`src/rtl/muldiv_pkg.sv`:
```
// Shared types, defaults and the sign helper for the HI/LO multiply/divide sequencer.
package muldiv_pkg;

    localparam int MD_XLEN_DEF = 32;

    typedef enum logic [2:0] {IDLE, INIT, RUN, FIX, DONE} md_state_t;
    typedef enum logic {OP_MULT, OP_DIV} md_op_t;

    // Conditional two's-complement negate: magnitude on the way in, sign restore on the way out.
    function automatic logic [MD_XLEN_DEF-1:0] abs_val(input logic [MD_XLEN_DEF-1:0] v,
                                                       input logic neg);
        return neg ? -v : v;
    endfunction

endpackage

```
`src/rtl/muldiv_if.sv`:
```
// EX-stage <-> multiply/divide sequencer bundle; master is the EX side, slave is the sequencer.
interface muldiv_if import muldiv_pkg::*; #(
    parameter int XLEN = MD_XLEN_DEF
);

    logic            start_mult;
    logic            start_div;
    logic            signed_op;
    logic [XLEN-1:0] op_a;
    logic [XLEN-1:0] op_b;
    logic            flush;
    logic            ex_hilo_use;
    logic            busy;
    logic            stall_req;
    logic            hi_wr_en;
    logic            lo_wr_en;
    logic [XLEN-1:0] hi_res;
    logic [XLEN-1:0] lo_res;
    logic            div_by_zero;

    modport master (
        output start_mult, start_div, signed_op, op_a, op_b, flush, ex_hilo_use,
        input  busy, stall_req, hi_wr_en, lo_wr_en, hi_res, lo_res, div_by_zero
    );

    modport slave (
        input  start_mult, start_div, signed_op, op_a, op_b, flush, ex_hilo_use,
        output busy, stall_req, hi_wr_en, lo_wr_en, hi_res, lo_res, div_by_zero
    );

endinterface

```
`src/rtl/muldiv_iter_core.sv`:
```
// One radix-2 iteration: shift-add multiply step or restoring divide step, purely combinational.
module muldiv_iter_core import muldiv_pkg::*; #(
    parameter int XLEN = MD_XLEN_DEF
) (
    input  md_op_t          op_i,
    input  logic [XLEN-1:0] acc_i,
    input  logic [XLEN-1:0] opr_i,
    input  logic [XLEN-1:0] src_i,
    output logic [XLEN-1:0] acc_o,
    output logic [XLEN-1:0] opr_o
);

    logic [XLEN:0] sum;
    logic [XLEN:0] part;
    logic [XLEN:0] diff;

    // Multiply keeps {acc, opr} as the product shifting right; divide shifts the dividend
    // out of opr into acc and shifts quotient bits into opr from the bottom.
    always_comb begin
        sum   = {1'b0, acc_i} + (opr_i[0] ? {1'b0, src_i} : '0);
        part  = {acc_i, opr_i[XLEN-1]};
        diff  = part - {1'b0, src_i};
        acc_o = acc_i;
        opr_o = opr_i;
        if (op_i == OP_MULT) begin
            acc_o = sum[XLEN:1];
            opr_o = {sum[0], opr_i[XLEN-1:1]};
        end else if (!diff[XLEN]) begin
            acc_o = diff[XLEN-1:0];
            opr_o = {opr_i[XLEN-2:0], 1'b1};
        end else begin
            acc_o = part[XLEN-1:0];
            opr_o = {opr_i[XLEN-2:0], 1'b0};
        end
    end

endmodule

```
`src/rtl/muldiv_seq_ctrl.sv`:
```
// HI/LO multiply/divide sequencer: FSM, operand/accumulator registers, sign fix-up and stall request.
// Optional MULDIV_EARLY_OUT_EN: multiplies finish as soon as the remaining multiplier bits are zero.
module muldiv_seq_ctrl import muldiv_pkg::*; #(
    parameter int XLEN = MD_XLEN_DEF
) (
    input logic      clk,
    input logic      reset_n,
    muldiv_if.slave  bus
);

    localparam int              CW      = $clog2(XLEN);
    localparam logic [CW-1:0]   CNT_MAX = CW'(XLEN - 1);

    md_state_t       state_q, state_d;
    md_op_t          op_q, op_d;
    logic            sgn_q, sgn_d;
    logic [XLEN-1:0] a_q, a_d;
    logic [XLEN-1:0] b_q, b_d;
    logic [XLEN-1:0] src_q, src_d;
    logic [XLEN-1:0] acc_q, acc_d;
    logic [XLEN-1:0] opr_q, opr_d;
    logic [CW-1:0]   cnt_q, cnt_d;
    logic            sign_p_q, sign_p_d;
    logic            sign_r_q, sign_r_d;
    logic            dbz_q, dbz_d;
    logic [XLEN-1:0] hi_res_q, hi_res_d;
    logic [XLEN-1:0] lo_res_q, lo_res_d;

    logic [XLEN-1:0]   step_acc;
    logic [XLEN-1:0]   step_opr;
    logic              sign_a;
    logic              sign_b;
    logic [2*XLEN-1:0] prod;
    logic [2*XLEN-1:0] prod_fix;

    assign sign_a   = sgn_q & a_q[XLEN-1];
    assign sign_b   = sgn_q & b_q[XLEN-1];
    assign prod     = {acc_q, opr_q};
    assign prod_fix = sign_p_q ? -prod : prod;

`ifdef MULDIV_EARLY_OUT_EN
    logic [XLEN-1:0] low_mask;
    assign low_mask = (XLEN'(1) << cnt_q) - XLEN'(1);
`endif

    muldiv_iter_core #(.XLEN(XLEN)) u_core (
        .op_i  (op_q),
        .acc_i (acc_q),
        .opr_i (opr_q),
        .src_i (src_q),
        .acc_o (step_acc),
        .opr_o (step_opr)
    );

    always_comb begin
        state_d  = state_q;
        op_d     = op_q;
        sgn_d    = sgn_q;
        a_d      = a_q;
        b_d      = b_q;
        src_d    = src_q;
        acc_d    = acc_q;
        opr_d    = opr_q;
        cnt_d    = cnt_q;
        sign_p_d = sign_p_q;
        sign_r_d = sign_r_q;
        dbz_d    = dbz_q;
        hi_res_d = hi_res_q;
        lo_res_d = lo_res_q;

        case (state_q)
            IDLE: begin
                if ((bus.start_mult | bus.start_div) & !bus.flush) begin
                    state_d = INIT;
                    op_d    = bus.start_mult ? OP_MULT : OP_DIV;
                    sgn_d   = bus.signed_op;
                    a_d     = bus.op_a;
                    b_d     = bus.op_b;
                end
            end
            INIT: begin
                sign_p_d = sign_a ^ sign_b;
                sign_r_d = sign_a;
                acc_d    = '0;
                cnt_d    = CNT_MAX;
                dbz_d    = (op_q == OP_DIV) && (b_q == '0);
                if (op_q == OP_MULT) begin
                    src_d = abs_val(a_q, sign_a);
                    opr_d = abs_val(b_q, sign_b);
                end else begin
                    src_d = abs_val(b_q, sign_b);
                    opr_d = abs_val(a_q, sign_a);
                end
                // A zero divisor skips the engine and reports the raw dividend as remainder.
                if ((op_q == OP_DIV) && (b_q == '0)) begin
                    state_d  = DONE;
                    hi_res_d = a_q;
                    lo_res_d = '1;
                end else begin
                    state_d = RUN;
                end
            end
            RUN: begin
                acc_d = step_acc;
                opr_d = step_opr;
                if (cnt_q == '0) begin
                    state_d = FIX;
                end else begin
                    cnt_d = cnt_q - CW'(1);
                end
`ifdef MULDIV_EARLY_OUT_EN
                // The skipped iterations would only shift, so apply them all at once.
                if ((op_q == OP_MULT) && (((opr_q >> 1) & low_mask) == '0)) begin
                    {acc_d, opr_d} = {step_acc, step_opr} >> cnt_q;
                    cnt_d          = '0;
                    state_d        = FIX;
                end
`endif
            end
            FIX: begin
                if (op_q == OP_MULT) begin
                    hi_res_d = prod_fix[2*XLEN-1:XLEN];
                    lo_res_d = prod_fix[XLEN-1:0];
                end else begin
                    lo_res_d = abs_val(opr_q, sign_p_q);
                    hi_res_d = abs_val(acc_q, sign_r_q);
                end
                state_d = DONE;
            end
            DONE: begin
                state_d = IDLE;
            end
            default: begin
                state_d = IDLE;
            end
        endcase

        if (bus.flush && (state_q != IDLE)) begin
            state_d  = IDLE;
            hi_res_d = hi_res_q;
            lo_res_d = lo_res_q;
        end
    end

    always_ff @(posedge clk or negedge reset_n) begin
        if (!reset_n) begin
            state_q  <= IDLE;
            op_q     <= OP_MULT;
            sgn_q    <= 1'b0;
            a_q      <= '0;
            b_q      <= '0;
            src_q    <= '0;
            acc_q    <= '0;
            opr_q    <= '0;
            cnt_q    <= '0;
            sign_p_q <= 1'b0;
            sign_r_q <= 1'b0;
            dbz_q    <= 1'b0;
            hi_res_q <= '0;
            lo_res_q <= '0;
        end else begin
            state_q  <= state_d;
            op_q     <= op_d;
            sgn_q    <= sgn_d;
            a_q      <= a_d;
            b_q      <= b_d;
            src_q    <= src_d;
            acc_q    <= acc_d;
            opr_q    <= opr_d;
            cnt_q    <= cnt_d;
            sign_p_q <= sign_p_d;
            sign_r_q <= sign_r_d;
            dbz_q    <= dbz_d;
            hi_res_q <= hi_res_d;
            lo_res_q <= lo_res_d;
        end
    end

    // Strobes are suppressed if a flush lands on the DONE cycle itself.
    assign bus.busy        = (state_q != IDLE);
    assign bus.stall_req   = bus.busy & (bus.start_mult | bus.start_div | bus.ex_hilo_use);
    assign bus.hi_wr_en    = (state_q == DONE) & !bus.flush;
    assign bus.lo_wr_en    = (state_q == DONE) & !bus.flush;
    assign bus.div_by_zero = (state_q == DONE) & !bus.flush & dbz_q;
    assign bus.hi_res      = hi_res_q;
    assign bus.lo_res      = lo_res_q;

endmodule

```
`src/flat_wrapper.sv`:
```
// flat-port wrapper written by rule: the top's interface ports become plain ports
module muldiv_seq_ctrl_flat import muldiv_pkg::*;
#(
    parameter int XLEN = MD_XLEN_DEF
)
  (clk, reset_n, bus_start_mult, bus_start_div, bus_signed_op, bus_op_a, bus_op_b, bus_flush, bus_ex_hilo_use, bus_busy, bus_stall_req, bus_hi_wr_en, bus_lo_wr_en, bus_hi_res, bus_lo_res, bus_div_by_zero);
  muldiv_if #(.XLEN(XLEN)) bus_i ();
  input logic clk;
  input logic reset_n;
  input wire logic [$bits(bus_i.start_mult)-1:0] bus_start_mult;
  input wire logic [$bits(bus_i.start_div)-1:0] bus_start_div;
  input wire logic [$bits(bus_i.signed_op)-1:0] bus_signed_op;
  input wire logic [$bits(bus_i.op_a)-1:0] bus_op_a;
  input wire logic [$bits(bus_i.op_b)-1:0] bus_op_b;
  input wire logic [$bits(bus_i.flush)-1:0] bus_flush;
  input wire logic [$bits(bus_i.ex_hilo_use)-1:0] bus_ex_hilo_use;
  output wire logic [$bits(bus_i.busy)-1:0] bus_busy;
  output wire logic [$bits(bus_i.stall_req)-1:0] bus_stall_req;
  output wire logic [$bits(bus_i.hi_wr_en)-1:0] bus_hi_wr_en;
  output wire logic [$bits(bus_i.lo_wr_en)-1:0] bus_lo_wr_en;
  output wire logic [$bits(bus_i.hi_res)-1:0] bus_hi_res;
  output wire logic [$bits(bus_i.lo_res)-1:0] bus_lo_res;
  output wire logic [$bits(bus_i.div_by_zero)-1:0] bus_div_by_zero;
  assign bus_i.start_mult = bus_start_mult;
  assign bus_i.start_div = bus_start_div;
  assign bus_i.signed_op = bus_signed_op;
  assign bus_i.op_a = bus_op_a;
  assign bus_i.op_b = bus_op_b;
  assign bus_i.flush = bus_flush;
  assign bus_i.ex_hilo_use = bus_ex_hilo_use;
  assign bus_busy = bus_i.busy;
  assign bus_stall_req = bus_i.stall_req;
  assign bus_hi_wr_en = bus_i.hi_wr_en;
  assign bus_lo_wr_en = bus_i.lo_wr_en;
  assign bus_hi_res = bus_i.hi_res;
  assign bus_lo_res = bus_i.lo_res;
  assign bus_div_by_zero = bus_i.div_by_zero;
  muldiv_seq_ctrl #(.XLEN(XLEN)) u_core (.clk(clk), .reset_n(reset_n), .bus(bus_i));
endmodule
```
`config.mk`:
```
export PLATFORM = sky130hd
export DESIGN_NAME = muldiv_seq_ctrl_flat
export DESIGN_NICKNAME = d
export VERILOG_FILES = /design/src/rtl/muldiv_pkg.sv /design/src/rtl/muldiv_if.sv /design/src/rtl/muldiv_iter_core.sv /design/src/rtl/muldiv_seq_ctrl.sv /design/src/flat_wrapper.sv
export SDC_FILE = /design/constraint.sdc
export NUM_CORES = 1
export LEC_CHECK = 0
export CAP_MARGIN = 20
export CORE_ASPECT_RATIO = 1.1
export CORE_MARGIN = 2
export CORE_UTILIZATION = 40
export DETAILED_ROUTE_END_ITERATION = 10
export PLACE_DENSITY = 0.59
export SLEW_MARGIN = 25
export SYNTH_ARGS = -nofsm -noshare
export SYNTH_HDL_FRONTEND = slang
export SYNTH_HIERARCHICAL = 1
export SYNTH_SLANG_ARGS = --single-unit
```
`constraint.sdc`:
```
create_clock -name clk -period 5.8 [get_ports clk]
set_clock_uncertainty 0.05 [all_clocks]
set_input_delay 1.74 -clock clk [delete_from_list [all_inputs] [get_ports clk]]
set_output_delay 1.74 -clock clk [all_outputs]
set_load 0.01 [all_outputs]
```
# [After elaboration in Yosys (flattened, before gate mapping)]
# Cells that the tools add are included.
[op_classes] n_mux=28 eq_ne=8 addsub=8 n_reduce_logical=13 bitwise_logic=10
[op_table] op="$mux 32" n=14
[op_table] op="$pmux 32 s2" n=4
[op_table] op="$neg 32->32" n=4
[op_table] op="$mux 64" n=1
[op_table] op="$neg 64->64" n=1
[op_table] op="$add 32x33->33" n=1
[op_table] op="$sub 33x32->33" n=1
[op_table] op="$logic_not 32->1" n=1
[op_table] op="$mux 3" n=4
[op_table] op="$pmux 3 s4" n=1
[op_table] op="$pmux 5 s2" n=1
[op_table] op="$and 1x1->1" n=6
[op_table] op="$eq 3x2->1 const B" n=2
[op_table] op="$ne 3x1->1 const B" n=2
[op_table] op="$reduce_and 2->1" n=3
[op_table] op="$logic_not 5->1" n=1
[op_table] op="$mux 5" n=1
[op_table] op="$sub 5x1->5 const B" n=1
[op_table] op="$reduce_bool 2->1" n=2
[op_table] op="$eq 3x1->1 const B" n=1
[op_table] op="$eq 3x3->1 const B" n=1
[op_table] op="$logic_not 3->1" n=1
[op_table] op="$reduce_and 3->1" n=1
[op_table] op="$reduce_bool 3->1" n=1
[op_table] op="other kinds (8)" n=11
[word_totals] wordCells=81 in_bits=71 register_bits=237

# [Longest topological paths before layout]
# Gate-level depths: netlist (run 1).
[logic_depth] word_depth=5 mapped_depth=15 ltp_nobuf=14

# [Hierarchy]
# Netlist (run 1), hierarchy kept.
[modules_own_cells] mod="muldiv_seq_ctrl" instances=1 cells_per_inst=1364 area_per_inst_um2=13103.8
[modules_own_cells] mod="muldiv_iter_core" instances=1 cells_per_inst=683 area_per_inst_um2=4709.5

# [Worst setup path after synthesis (run 1)]
# No wires, ideal clock.
[synth_path] kind="input port to output port" start="input port bus_flush" end="output port bus_div_by_zero" arrival_time_ns=2.569 slack_ns=1.441 n_path_buf=0 path_stages=2 required_ns=4.010 cell_sequence="nor4b_1 > and2_1"
[synth_between] elab_chain_len=3
[synth_lines] element="from (decl)" line_no="flat_wrapper.sv:15" text="input wire logic [$bits(bus_i.flush)-1:0] bus_flush;"
[synth_lines] element="$logic_not 1->1" line_no="muldiv_seq_ctrl.sv:184" text="assign bus.div_by_zero = (state_q == DONE) & !bus.flush & dbz_q;"
[synth_lines] element="$and 1x1->1 (2 in series)" line_no="muldiv_seq_ctrl.sv:184"
[synth_lines] element="to (decl)" line_no="flat_wrapper.sv:23" text="output wire logic [$bits(bus_i.div_by_zero)-1:0] bus_div_by_zero;"
# Every way passes these cells.

# [Worst setup path in the final report (run 1)]
# Same ends and word-level chain as after synthesis.

==> run_results.csv, run 1 <==
group,metric,value,unit
run_status,outcome,"finished, final reports clean",
global_routing,antenna_found_initial,1,
cts,clock_path_buffers,3,
logic_synthesis,netlist_instances,2047,
logic_synthesis,synth_area,17800,sq um
timing,max_freq,0.193,GHz
die,die_w,205,um
critical_path,critPathMaxFanout,5,
logic_synthesis,synth_top_cells_by_count,"237 x dfrtp_1, 169 x nand2_1, 168 x nor2_1",
die,top_level_ports,140,
logic_synthesis,synth-simple-area-share,0.186,
timing,drv_slew,0,
logic_synthesis,synth_seq_cells,237,
cts,clockRootBuffer,"clkbuf_16",
timing,period_needed,5.18,ns
detailed_routing,vias_per_cell,6.11,
critical_path,cp-start-kind,"input port",
die,coreArea,44200,sq um
detailed_routing,wl_per_cell,22.9,um
logic_synthesis,synthTopCellsByArea,"dfrtp_1 33%, mux2_2 5.9%, ha_1 4.9%",
logic_synthesis,muxShareOfSynthArea,0.0785,
detailed_routing,ant_nets,0,
logic_synthesis,netlist-cell-type-count,92,
cts,cts_resized,0,
die,die_area,46200,sq um
timing,relSlewSlack,0.209,
finish,multiInputGateArea,11100,sq um
power_and_ir_drop,power_density,650,nW/um^2
finish,fillCellCount,4354,
critical_path,required,4.01,ns
detailed_routing,drt-initial-drc-count,1447,
logic_synthesis,syn-num-nets,2190,
critical_path,slowest_delay,0.53,ns
power_and_ir_drop,peakVddDrop,0.293,mV
timing,hold_viol_final,0,
detailed_routing,num_vias,16600,
place,numPortBuffers,139,
finish,final_util,0.466,
logic_synthesis,synth_edf_count,0,
detailed_routing,finalWirelength,62500,um
finish,regArea,5930,sq um
logic_synthesis,yosysWarnings,6,
cts,h-tree-depth,1,
timing,rsz0062_at_grt,"no",
global_routing,grt_max_degree,90,
logic_synthesis,yosysSeqAreaShare,0.333,
detailed_routing,dr.pass1.iters,5,
min_path,hold_path_class,"register to register",
critical_path,cp_common_cell,"clkdlybuf4s50_1",
job,cap_violations,0,
logic_synthesis,synth_top_area_share,0.333,
timing,fin_setup_tns,0,ns
cts,post_cts_buffers,0,
global_routing,grt_pass1_wl,95800,um
cts,clock_sinks,237,
logic_synthesis,synth_compound_gate_area_share,0.228,
timing,finalSetupViolCount,0,
critical_path,reg2regPathDepth,15,
global_routing,grt_pass1_vias,16200,
timing,timing.final.crit_share,0.893,
timing,worst_pin_slew,1.18,ns
cts,numCtsBuffers,27,
cts,holdBufCountCts,0,
logic_synthesis,synth_area_leader_cell,"dfrtp_1",
logic_synthesis,synth_xor_xnor_area_share,0.0802,
logic_synthesis,synth_top_family_by_area,"compound AO/OA/AOI/OAI gates",
finish,nNetsFinal,2265,
finish,area_growth,15.7,%
critical_path,cp_cell_sequence,"clkdlybuf4s50_1 -> nor4b_1 -> and2_1 -> clkdlybuf4s50_1",
critical_path,cp-end-kind,"output pin",
logic_synthesis,ys_async_sr_fraction,1.00,
cts,clock_latency,0.56,ns
finish,drive_gt1_frac,0.102,
place,gp_congestion,0.978,
critical_path,cp_slowest_cell,"clkdlybuf4s50_1",
min_path,min_path_cells,2,
critical_path,crit_type,"input port to output pin",
finish,antenna_cells,0,
die,fp-row-count,81,
cts,clkSlewWorstSetupHoldPaths,0.06,ns
critical_path,crit_arrival,3.39,ns
detailed_routing,drc_errors,0,
logic_synthesis,syn_avg_cell_area,8.70,sq um
power_and_ir_drop,p_leak,8.52,nW
logic_synthesis,synth_ff_type,"dfrtp_1",
die,dieHeight,225,um
logic_synthesis,synth_most_common_cell,"dfrtp_1",
global_routing,grt_use_total,0.268,
place,hpwlAfterDp,47000,um
global_routing,overflow,0,
cts,cts_tree,"yes",
die,start_util,0.403,
logic_synthesis,synthAdderAreaFrac,0.0514,
per-layer routing:
metal | vias to the layer above | track usage | part of all wire
met5 | - | 0 | 0
met4 | 0 | 0.120 | 0.048
met3 | 137 | 0.0272 | 0.068
met2 | 696 | 0.432 | 0.46
met1 | 8114 | 0.364 | 0.42
li1 | 7699 | - | -
cells by family after synthesis:
logic type / count (synthesis)
mux: 128
buf+inv: 188
xor+xnor: 161
fa+ha+maj: 72
simple gates: 645
flops: 237
compound gates: 616
worst max-delay path: cells and delay by family:
family	cells	cell delay, ns
buf+inv	2	1.02
simple gates	2	0.63
where the power goes:
group	internal [W]	switching [W]	total, W
clock	0.00106	0.000738	0.00180
sequential	0.00233	0.00141	0.00374
combinational	0.00340	0.00446	0.00786
cells in the final DEF (no fill, tap or decap), types with 61 or more instances in the layout:
| cell type | Yosys | final |
|---|---|---|
| nor2_1 | 168 | 166 |
| dfrtp_1 | 237 | 236 |
| inv_1 | 61 | 61 |
| clkdlybuf4s50_1 | 0 | 138 |
| ha_1 | 70 | 70 |
| xor2_1 | 79 | 79 |
| o21ai_0 | 127 | 127 |
| nand2_1 | 169 | 169 |
| mux2_2 | 94 | 94 |
| a21oi_1 | 160 | 160 |
| xnor2_1 | 81 | 81 |
per-stage QoR:
stage          hold slack (ns)  worst slack, ns  area, sq um  total power (W)  instances
2_1_floorplan            0.392             1.44        17800          0.00878       2047
3_3_place_gp             0.434            0.636        19700           0.0113       2674
3_5_place_dp             0.441            0.585        19700           0.0114       2674
4_1_cts                  0.455            0.583        20600           0.0133       2723
5_1_grt                  0.485            0.437        20600           0.0143       2723
6_report                 0.456            0.621        20600           0.0134       2723
path summary, 6_finish.rpt:
check / start / end / slack (ns)
worst max-delay path: bus_flush / bus_div_by_zero / 0.62
worst min-delay path: u_core/dbz_q / u_core/dbz_q / 0.46
worst max register to register: u_core/opr_q[31] / u_core/acc_q[1] / 1.55
worst min register to register: u_core/dbz_q / u_core/dbz_q / 0.46
max in group asynchronous: reset_n / u_core/bus.hi_res[16] / 3.57
min in group asynchronous: reset_n / u_core/bus.lo_res[28] / 1.13
final cells by class:
| type | instances | share of cell area |
|---|---|---|
| inverters | 63 | 0.0115 |
| repair buffers | 171 | 0.0800 |
| flip-flops and latches | 237 | 0.288 |
| clock inverters | 9 | 0.00534 |
| well taps | 581 | 0.0353 |
| clock buffers | 40 | 0.0395 |
| multi-input cells | 1622 | 0.540 |
sequential cells by signal, summed over array words and instances, names as in the netlist, 3 cells and up:
signal and cells:
u_core/bus.lo_res 32, u_core/b_q 32, u_core/cnt_q 5, u_core/state_q 3, u_core/opr_q 32, u_core/bus.hi_res 32
u_core/src_q 32, u_core/a_q 32, u_core/acc_q 32
(Power assumes the default switching activity.)
==> run 2, diff against run 1 <==
Settings changed: CAP_MARGIN 20 to 15.
==> results of run 2 <==
Same layout as run 1: the final DEF is identical, and so are final timing and power.
